`src/rtl/bid_arbiter.sv`:
```
// bid_arbiter: three-bidder (X/Y/Z) round-robin arbiter feeding a single
// engine. Each bidder owns one pending slot. Grants are issued one at a time
// through IDLE -> ISSUE -> WAIT -> DONE, and WAIT is bounded by a watchdog.
// Optional feature macro: BID_ARB_MASK_EN. When it is defined, the design adds
// the mask_load/mask_in ports and a 3-bit bidder mask.
module bid_arbiter #(
    parameter int unsigned AMT_W = 16,
    parameter int unsigned WDOG  = 15
) (
    input  logic             clk,
    input  logic             reset_n,
    input  logic             X_bid,
    input  logic             Y_bid,
    input  logic             Z_bid,
    input  logic [AMT_W-1:0] X_bidAmt,
    input  logic [AMT_W-1:0] Y_bidAmt,
    input  logic [AMT_W-1:0] Z_bidAmt,
    input  logic             X_retract,
    input  logic             Y_retract,
    input  logic             Z_retract,
    input  logic             roundActive,
`ifdef BID_ARB_MASK_EN
    input  logic             mask_load,
    input  logic [2:0]       mask_in,
`endif
    output logic             X_ack,
    output logic             Y_ack,
    output logic             Z_ack,
    output logic [1:0]       X_err,
    output logic [1:0]       Y_err,
    output logic [1:0]       Z_err,
    output logic             eng_valid,
    output logic [1:0]       eng_id,
    output logic [AMT_W-1:0] eng_amt,
    output logic             eng_retract,
    input  logic             eng_ready,
    input  logic             eng_done,
    input  logic [1:0]       eng_err
);

    localparam int unsigned CNT_W = (WDOG > 1) ? $clog2(WDOG) : 1;
    localparam logic [CNT_W-1:0] CNT_LAST = CNT_W'(WDOG - 1);

    typedef enum logic [1:0] {S_IDLE, S_ISSUE, S_WAIT, S_DONE} state_t;

    state_t                  r_state, w_state_nxt;
    logic [2:0]              w_bid, w_ret, w_req, w_rej, w_cap, w_mask;
    logic [2:0][AMT_W-1:0]   w_amt;
    logic [2:0]              r_pend, r_ret;
    logic [2:0][AMT_W-1:0]   r_amt;
    logic [1:0]              r_ptr;
    logic                    w_sel_vld;
    logic [1:0]              w_sel_id;
    logic                    w_grant, w_hs, w_wdog;
    logic [CNT_W-1:0]        r_cnt;
    logic [1:0]              r_res_err;
    logic                    r_eng_valid, r_eng_ret;
    logic [1:0]              r_eng_id;
    logic [AMT_W-1:0]        r_eng_amt;
    logic [2:0]              r_ack, w_ack_nxt, r_hold_v, w_hold_v_nxt, w_flush;
    logic [2:0][1:0]         r_err, w_err_nxt, r_hold_err, w_hold_err_nxt, w_rej_err;

    // Next round-robin index, wrapping Z back to X.
    function automatic logic [1:0] wrap_inc(input logic [1:0] v);
        return (v == 2'd2) ? 2'd0 : v + 2'd1;
    endfunction

    assign w_bid = {Z_bid, Y_bid, X_bid};
    assign w_ret = {Z_retract, Y_retract, X_retract};
    assign w_amt = {Z_bidAmt, Y_bidAmt, X_bidAmt};
    assign w_req = w_bid | w_ret;
    assign w_rej = w_req & (w_mask | {3{~roundActive}});
    assign w_cap = w_req & ~w_rej;

`ifdef BID_ARB_MASK_EN
    logic [2:0] r_mask;

    // Bidder mask register; a set bit refuses that bidder's requests.
    always_ff @(posedge clk or negedge reset_n) begin
        if (!reset_n) begin
            r_mask <= 3'b000;
        end else if (mask_load) begin
            r_mask <= mask_in;
        end
    end

    assign w_mask = r_mask;
`else
    assign w_mask = 3'b000;
`endif

    // Rejection status: a masked bidder takes precedence over a closed round.
    always_comb begin
        w_rej_err = '0;
        for (int i = 0; i < 3; i++) begin
            w_rej_err[i] = w_mask[i] ? 2'b11 : 2'b10;
        end
    end

    // Round-robin pick: the first pending slot at or after r_ptr.
    always_comb begin
        logic [1:0] w_idx;
        w_sel_vld = 1'b0;
        w_sel_id  = 2'd0;
        w_idx     = r_ptr;
        for (int k = 0; k < 3; k++) begin
            if (!w_sel_vld && r_pend[w_idx]) begin
                w_sel_vld = 1'b1;
                w_sel_id  = w_idx;
            end
            w_idx = wrap_inc(w_idx);
        end
    end

    // FSM state register.
    always_ff @(posedge clk or negedge reset_n) begin
        if (!reset_n) begin
            r_state <= S_IDLE;
        end else begin
            r_state <= w_state_nxt;
        end
    end

    // FSM next state and the single-cycle control strobes.
    always_comb begin
        w_state_nxt = r_state;
        w_grant     = 1'b0;
        w_hs        = 1'b0;
        w_wdog      = 1'b0;
        case (r_state)
            S_IDLE: begin
                if (roundActive && w_sel_vld) begin
                    w_state_nxt = S_ISSUE;
                    w_grant     = 1'b1;
                end
            end
            S_ISSUE: begin
                if (eng_ready) begin
                    w_state_nxt = S_WAIT;
                    w_hs        = 1'b1;
                end
            end
            S_WAIT: begin
                if (eng_done) begin
                    w_state_nxt = S_DONE;
                end else if (r_cnt == CNT_LAST) begin
                    w_state_nxt = S_DONE;
                    w_wdog      = 1'b1;
                end
            end
            S_DONE:  w_state_nxt = S_IDLE;
            default: w_state_nxt = S_IDLE;
        endcase
    end

    // Slots: a capture always wins, so the granted bidder can queue a fresh entry.
    always_ff @(posedge clk or negedge reset_n) begin
        if (!reset_n) begin
            r_pend <= '0;
            r_ret  <= '0;
            r_amt  <= '0;
        end else begin
            for (int i = 0; i < 3; i++) begin
                if (w_cap[i]) begin
                    r_pend[i] <= 1'b1;
                    r_ret[i]  <= w_ret[i];
                    r_amt[i]  <= w_ret[i] ? '0 : w_amt[i];
                end else if ((w_grant && (w_sel_id == 2'(i))) || w_flush[i]) begin
                    r_pend[i] <= 1'b0;
                end
            end
        end
    end

    // Engine request registers; the grant's content moves out of the slot here.
    always_ff @(posedge clk or negedge reset_n) begin
        if (!reset_n) begin
            r_eng_valid <= 1'b0;
            r_eng_id    <= 2'd0;
            r_eng_amt   <= '0;
            r_eng_ret   <= 1'b0;
        end else if (w_grant) begin
            r_eng_valid <= 1'b1;
            r_eng_id    <= w_sel_id;
            r_eng_amt   <= r_amt[w_sel_id];
            r_eng_ret   <= r_ret[w_sel_id];
        end else if (w_hs) begin
            r_eng_valid <= 1'b0;
        end
    end

    // Watchdog counter, result status and round-robin pointer.
    always_ff @(posedge clk or negedge reset_n) begin
        if (!reset_n) begin
            r_cnt     <= '0;
            r_res_err <= 2'b00;
            r_ptr     <= 2'd0;
        end else begin
            r_cnt <= (r_state == S_WAIT) ? r_cnt + CNT_W'(1) : '0;
            if (r_state == S_WAIT && eng_done) begin
                r_res_err <= eng_err;
            end else if (w_wdog) begin
                r_res_err <= 2'b01;
            end
            if (r_state == S_DONE) begin
                r_ptr <= wrap_inc(r_eng_id);
            end
        end
    end

    // Ack arbitration per bidder: DONE, held reject, new reject, then flush.
    always_comb begin
        w_ack_nxt      = '0;
        w_flush        = '0;
        w_err_nxt      = r_err;
        w_hold_v_nxt   = r_hold_v;
        w_hold_err_nxt = r_hold_err;
        for (int i = 0; i < 3; i++) begin
            if (r_state == S_DONE && r_eng_id == 2'(i)) begin
                w_ack_nxt[i] = 1'b1;
                w_err_nxt[i] = r_res_err;
                if (w_rej[i]) begin
                    w_hold_v_nxt[i]   = 1'b1;
                    w_hold_err_nxt[i] = w_rej_err[i];
                end
            end else if (r_hold_v[i]) begin
                w_ack_nxt[i]      = 1'b1;
                w_err_nxt[i]      = r_hold_err[i];
                w_hold_v_nxt[i]   = w_rej[i];
                w_hold_err_nxt[i] = w_rej_err[i];
            end else if (w_rej[i]) begin
                w_ack_nxt[i] = 1'b1;
                w_err_nxt[i] = w_rej_err[i];
            end else if (!roundActive && r_pend[i]) begin
                w_ack_nxt[i] = 1'b1;
                w_err_nxt[i] = 2'b10;
                w_flush[i]   = 1'b1;
            end
        end
    end

    // Registered ack/err outputs and the deferred-reject holding registers.
    always_ff @(posedge clk or negedge reset_n) begin
        if (!reset_n) begin
            r_ack      <= '0;
            r_err      <= '0;
            r_hold_v   <= '0;
            r_hold_err <= '0;
        end else begin
            r_ack      <= w_ack_nxt;
            r_err      <= w_err_nxt;
            r_hold_v   <= w_hold_v_nxt;
            r_hold_err <= w_hold_err_nxt;
        end
    end

    assign X_ack       = r_ack[0];
    assign Y_ack       = r_ack[1];
    assign Z_ack       = r_ack[2];
    assign X_err       = r_err[0];
    assign Y_err       = r_err[1];
    assign Z_err       = r_err[2];
    assign eng_valid   = r_eng_valid;
    assign eng_id      = r_eng_id;
    assign eng_amt     = r_eng_amt;
    assign eng_retract = r_eng_ret;

endmodule

```
`config.mk`:
```
export PLATFORM = sky130hd
export DESIGN_NAME = bid_arbiter
export DESIGN_NICKNAME = d
export VERILOG_FILES = /design/src/rtl/bid_arbiter.sv
export SDC_FILE = /design/constraint.sdc
export NUM_CORES = 1
export LEC_CHECK = 0
export CAP_MARGIN = 5
export CORE_MARGIN = 8
export CORE_UTILIZATION = 51
export CTS_CLUSTER_SIZE = 40
export DETAILED_ROUTE_END_ITERATION = 12
export PLACE_DENSITY = 0.77
export SYNTH_ARGS = -nofsm -noshare
export SYNTH_HDL_FRONTEND = slang
export SYNTH_SLANG_ARGS = --single-unit
```
`constraint.sdc`:
```
create_clock -name clk -period 2.3 [get_ports clk]
set_clock_uncertainty 0.2 [all_clocks]
set_input_delay 0.345 -clock clk [delete_from_list [all_inputs] [get_ports clk]]
set_output_delay 0.345 -clock clk [all_outputs]
set_load 0.01 [all_outputs]
```
==> results.ini <==
[flow_run]
drv_cap=0

[worst_setup_path]
path_class=reg -> out
crit_chain=clkdlybuf4s50_1
cp_top_family=buffers and inverters
worst_ep_arrival_time_ps=1470
cpPeakStageDelay_ps=600
cp_slowest_cell=clkdlybuf4s50_1
worstPathMaxFanout=8
cp_data_required_time_ps=1750
start_kind=register
path_buf_inv=1
endpoint_kind=output port

[logic_synthesis]
synth_cell_types=42
async_flop_share=1.00
syn_nets=520
synth_common_cells=99 x dfrtp_1, 64 x nand2_1, 60 x o21ai_0, 49 x nand2b_1, 34 x nor2_1
synth_most_common_cell=dfrtp_1
synthFlopType=dfrtp_1
synth_edf_count=0
synth_top_area_cell=dfrtp_1
syn_inst=453
synth_top_cell_area_share=0.556
synthesis.area_um2=4460
ys_warn_count=0
synthesis.area_per_instance_um2=9.84
synthTopCellsByArea=dfrtp_1 56%, nand2b_1 6.9%, o21ai_0 6.7%
yosysSeqAreaShare=0.556
ys_ff_latch=99

[layout]
ff_latch_area_um2=2480
layout-drive-gt1-share=0.0835
fill_cells=687
final_net_count=613
multi_input_area_um2=1820
synthToLayoutAreaGrowth_pct=28.1
diodes=0

[clocking]
clk-insertion-delay-late_ps=350
clockBufferDepth=2
clk_pin_slew_worst_paths_ps=100
cts_tree=built
h-tree-depth=3
postCtsSetupRepairBufs=0
postCtsHoldBufs=1
cts_buffers=9
root_buffer=clkbuf_8
cts_sinks=99
cts.repair.resized=0

[floorplan]
io_pins=90
coreArea_um2=8590
initial_core_util=0.519
fp.dieH_um=109
die_width_um=109
row_count=34
die-area_um2=12000

[drt]
first_iter_violations=190
dr.pass1.iters=4
drt-total-wl_mm=10.7
routedWlPerCell_um=16.2
avgViaCountPerCell=5.30
vias=3491
ant_nets=0
route.detailed.drc=0

[timing]
slew_headroom=0.321
hold_viol=0
whs_ps=283
tightest_slew_ps=1020
drv_slew=0
setup_viol_count_final=0
final.min_clock_period_ps=2010
fin_crit_sh=0.876
grt_setup_unrepaired=false
fmax_ghz=0.497

[power_and_ir_drop]
ir_drop_uv=384
total_power_mw=5.66
powerDensity_nw_per_um2=991
leakagePower_nw=2.43

[hold_path]
holdCritPathClass=reg -> reg

[place]
place_hpwl_mm=8.31
port_buffers=89
place.gp.congestion=0.809

[grt]
grt_overflow=0
grt_max_degree=44
grt_util_all_layers=0.187
grt_pass1_vias=3547
antenna_found_initial=0
grt_pass1_wl_mm=17.7

[outcome]
status=finished clean

[per-stage QoR]
step	cells	area, um2	setup slack [ps]	setup TNS [ps]	utilization
floorplan	453	4460	484	0	-
global placement	642	5520	138	0	0.643
detailed placement	642	5520	-5.27	-5.27	0.643
CTS	659	5710	280	0	0.665
global route	659	5710	191	0	0.665
finish	659	5710	286	0	0.665
[cells by family (layout without fill, tap and decap cells)]
| logic type | count (synthesis) | after routing | synth area share |
|---|---|---|---|
| compound gates | 117 | 117 | 0.161 |
| xor+xnor | 2 | 2 | 0.00393 |
| simple gates | 186 | 186 | 0.207 |
| flops | 99 | 99 | 0.556 |
| buf+inv | 35 | 133 | 0.0376 |
| fa+ha+maj | 6 | 6 | 0.0168 |
| mux | 8 | 8 | 0.0182 |
[worst paths after layout]
| path | from | end | slack [ps] | depth (start not counted) |
|---|---|---|---|---|
| worst max register to register | r_pend[2] | r_state[1] | 330 | 5 |
| max in group asynchronous | reset_n | r_amt[11] | 1000 | 3 |
| worst min register to register | r_hold_err[3] | r_hold_err[3] | 280 | 1 |
| min in group asynchronous | reset_n | r_res_err[1] | 320 | 2 |
| worst max-delay path | eng_id[1] | eng_id[1] | 290 | 1 |
| worst min-delay path | r_hold_err[3] | r_hold_err[3] | 280 | 1 |
[power by group]
group          internal, mW  leakage (nW)  switching [mW]  total [mW]
logic                  1.07          1.11            1.06        2.13
registers              2.16          1.23           0.354        2.52
clock network         0.423        0.0924           0.591        1.01
total                  3.66          2.43            2.00        5.66
[cell usage in the layout, fill, tap and decap left out, types with 2 or more instances in the layout]
cell type / Yosys / layout
o21ai_1: 8 / 5
dfrtp_1: 99 / 99
nand2b_1: 49 / 49
inv_1: 11 / 11
a22o_1: 3 / 3
nand3_1: 3 / 3
a31oi_1: 3 / 3
nand2_1: 64 / 64
o21ai_0: 60 / 60
and3_1: 2 / 2
and2_1: 3 / 3
nor2b_1: 7 / 7
o21bai_1: 3 / 3
mux2i_1: 7 / 7
a21oi_1: 15 / 15
a211oi_1: 7 / 7
a222oi_1: 10 / 10
nor3_1: 11 / 11
buf_4: 1 / 14
clkinv_2: 0 / 3
buf_12: 0 / 3
o21ai_2: 0 / 3
clkdlybuf4s50_1: 0 / 88
nor2_1: 34 / 34
o221a_2: 3 / 3
ha_1: 6 / 6
clkbuf_8: 0 / 10
nand3b_1: 6 / 6
[state kept, by name (all words and copies together), names as in the netlist]
signal	count
r_ret	3
Z_err	2
eng_valid	1
r_amt	48
r_ptr	2
r_hold_v	3
eng_retract	1
r_pend	3
r_res_err	2
eng_amt	16
r_ack	3
Y_err	2
X_err	2
eng_id	2
r_state	2
r_hold_err	3
r_cnt	4
[worst reg2reg max path: stages (launching register included)]
cell,delay (ps)
dfrtp_1,440
a21boi_2,230
or3_4,160
nand2_1,60
a221oi_1,410
mux2_2,380
[area by class of cell]
class	instances	share of cell area
Multi-Input combinational cell	319	0.319
Clock inverter	6	0.00701
Clock buffer	10	0.0241
Timing Repair Buffer	106	0.185
Inverter	11	0.00723
Tap cell	108	0.0237
Sequential cell	99	0.434
[routing by layer]
layer  part of all wire  track usage  wire length, um
met5                  0            0                0
met4              0.011       0.0540              115
met3              0.063       0.0358              674
met2               0.45        0.280             4850
met1               0.47        0.270             5040
No activity file was read; power rests on OpenSTA's default activity.
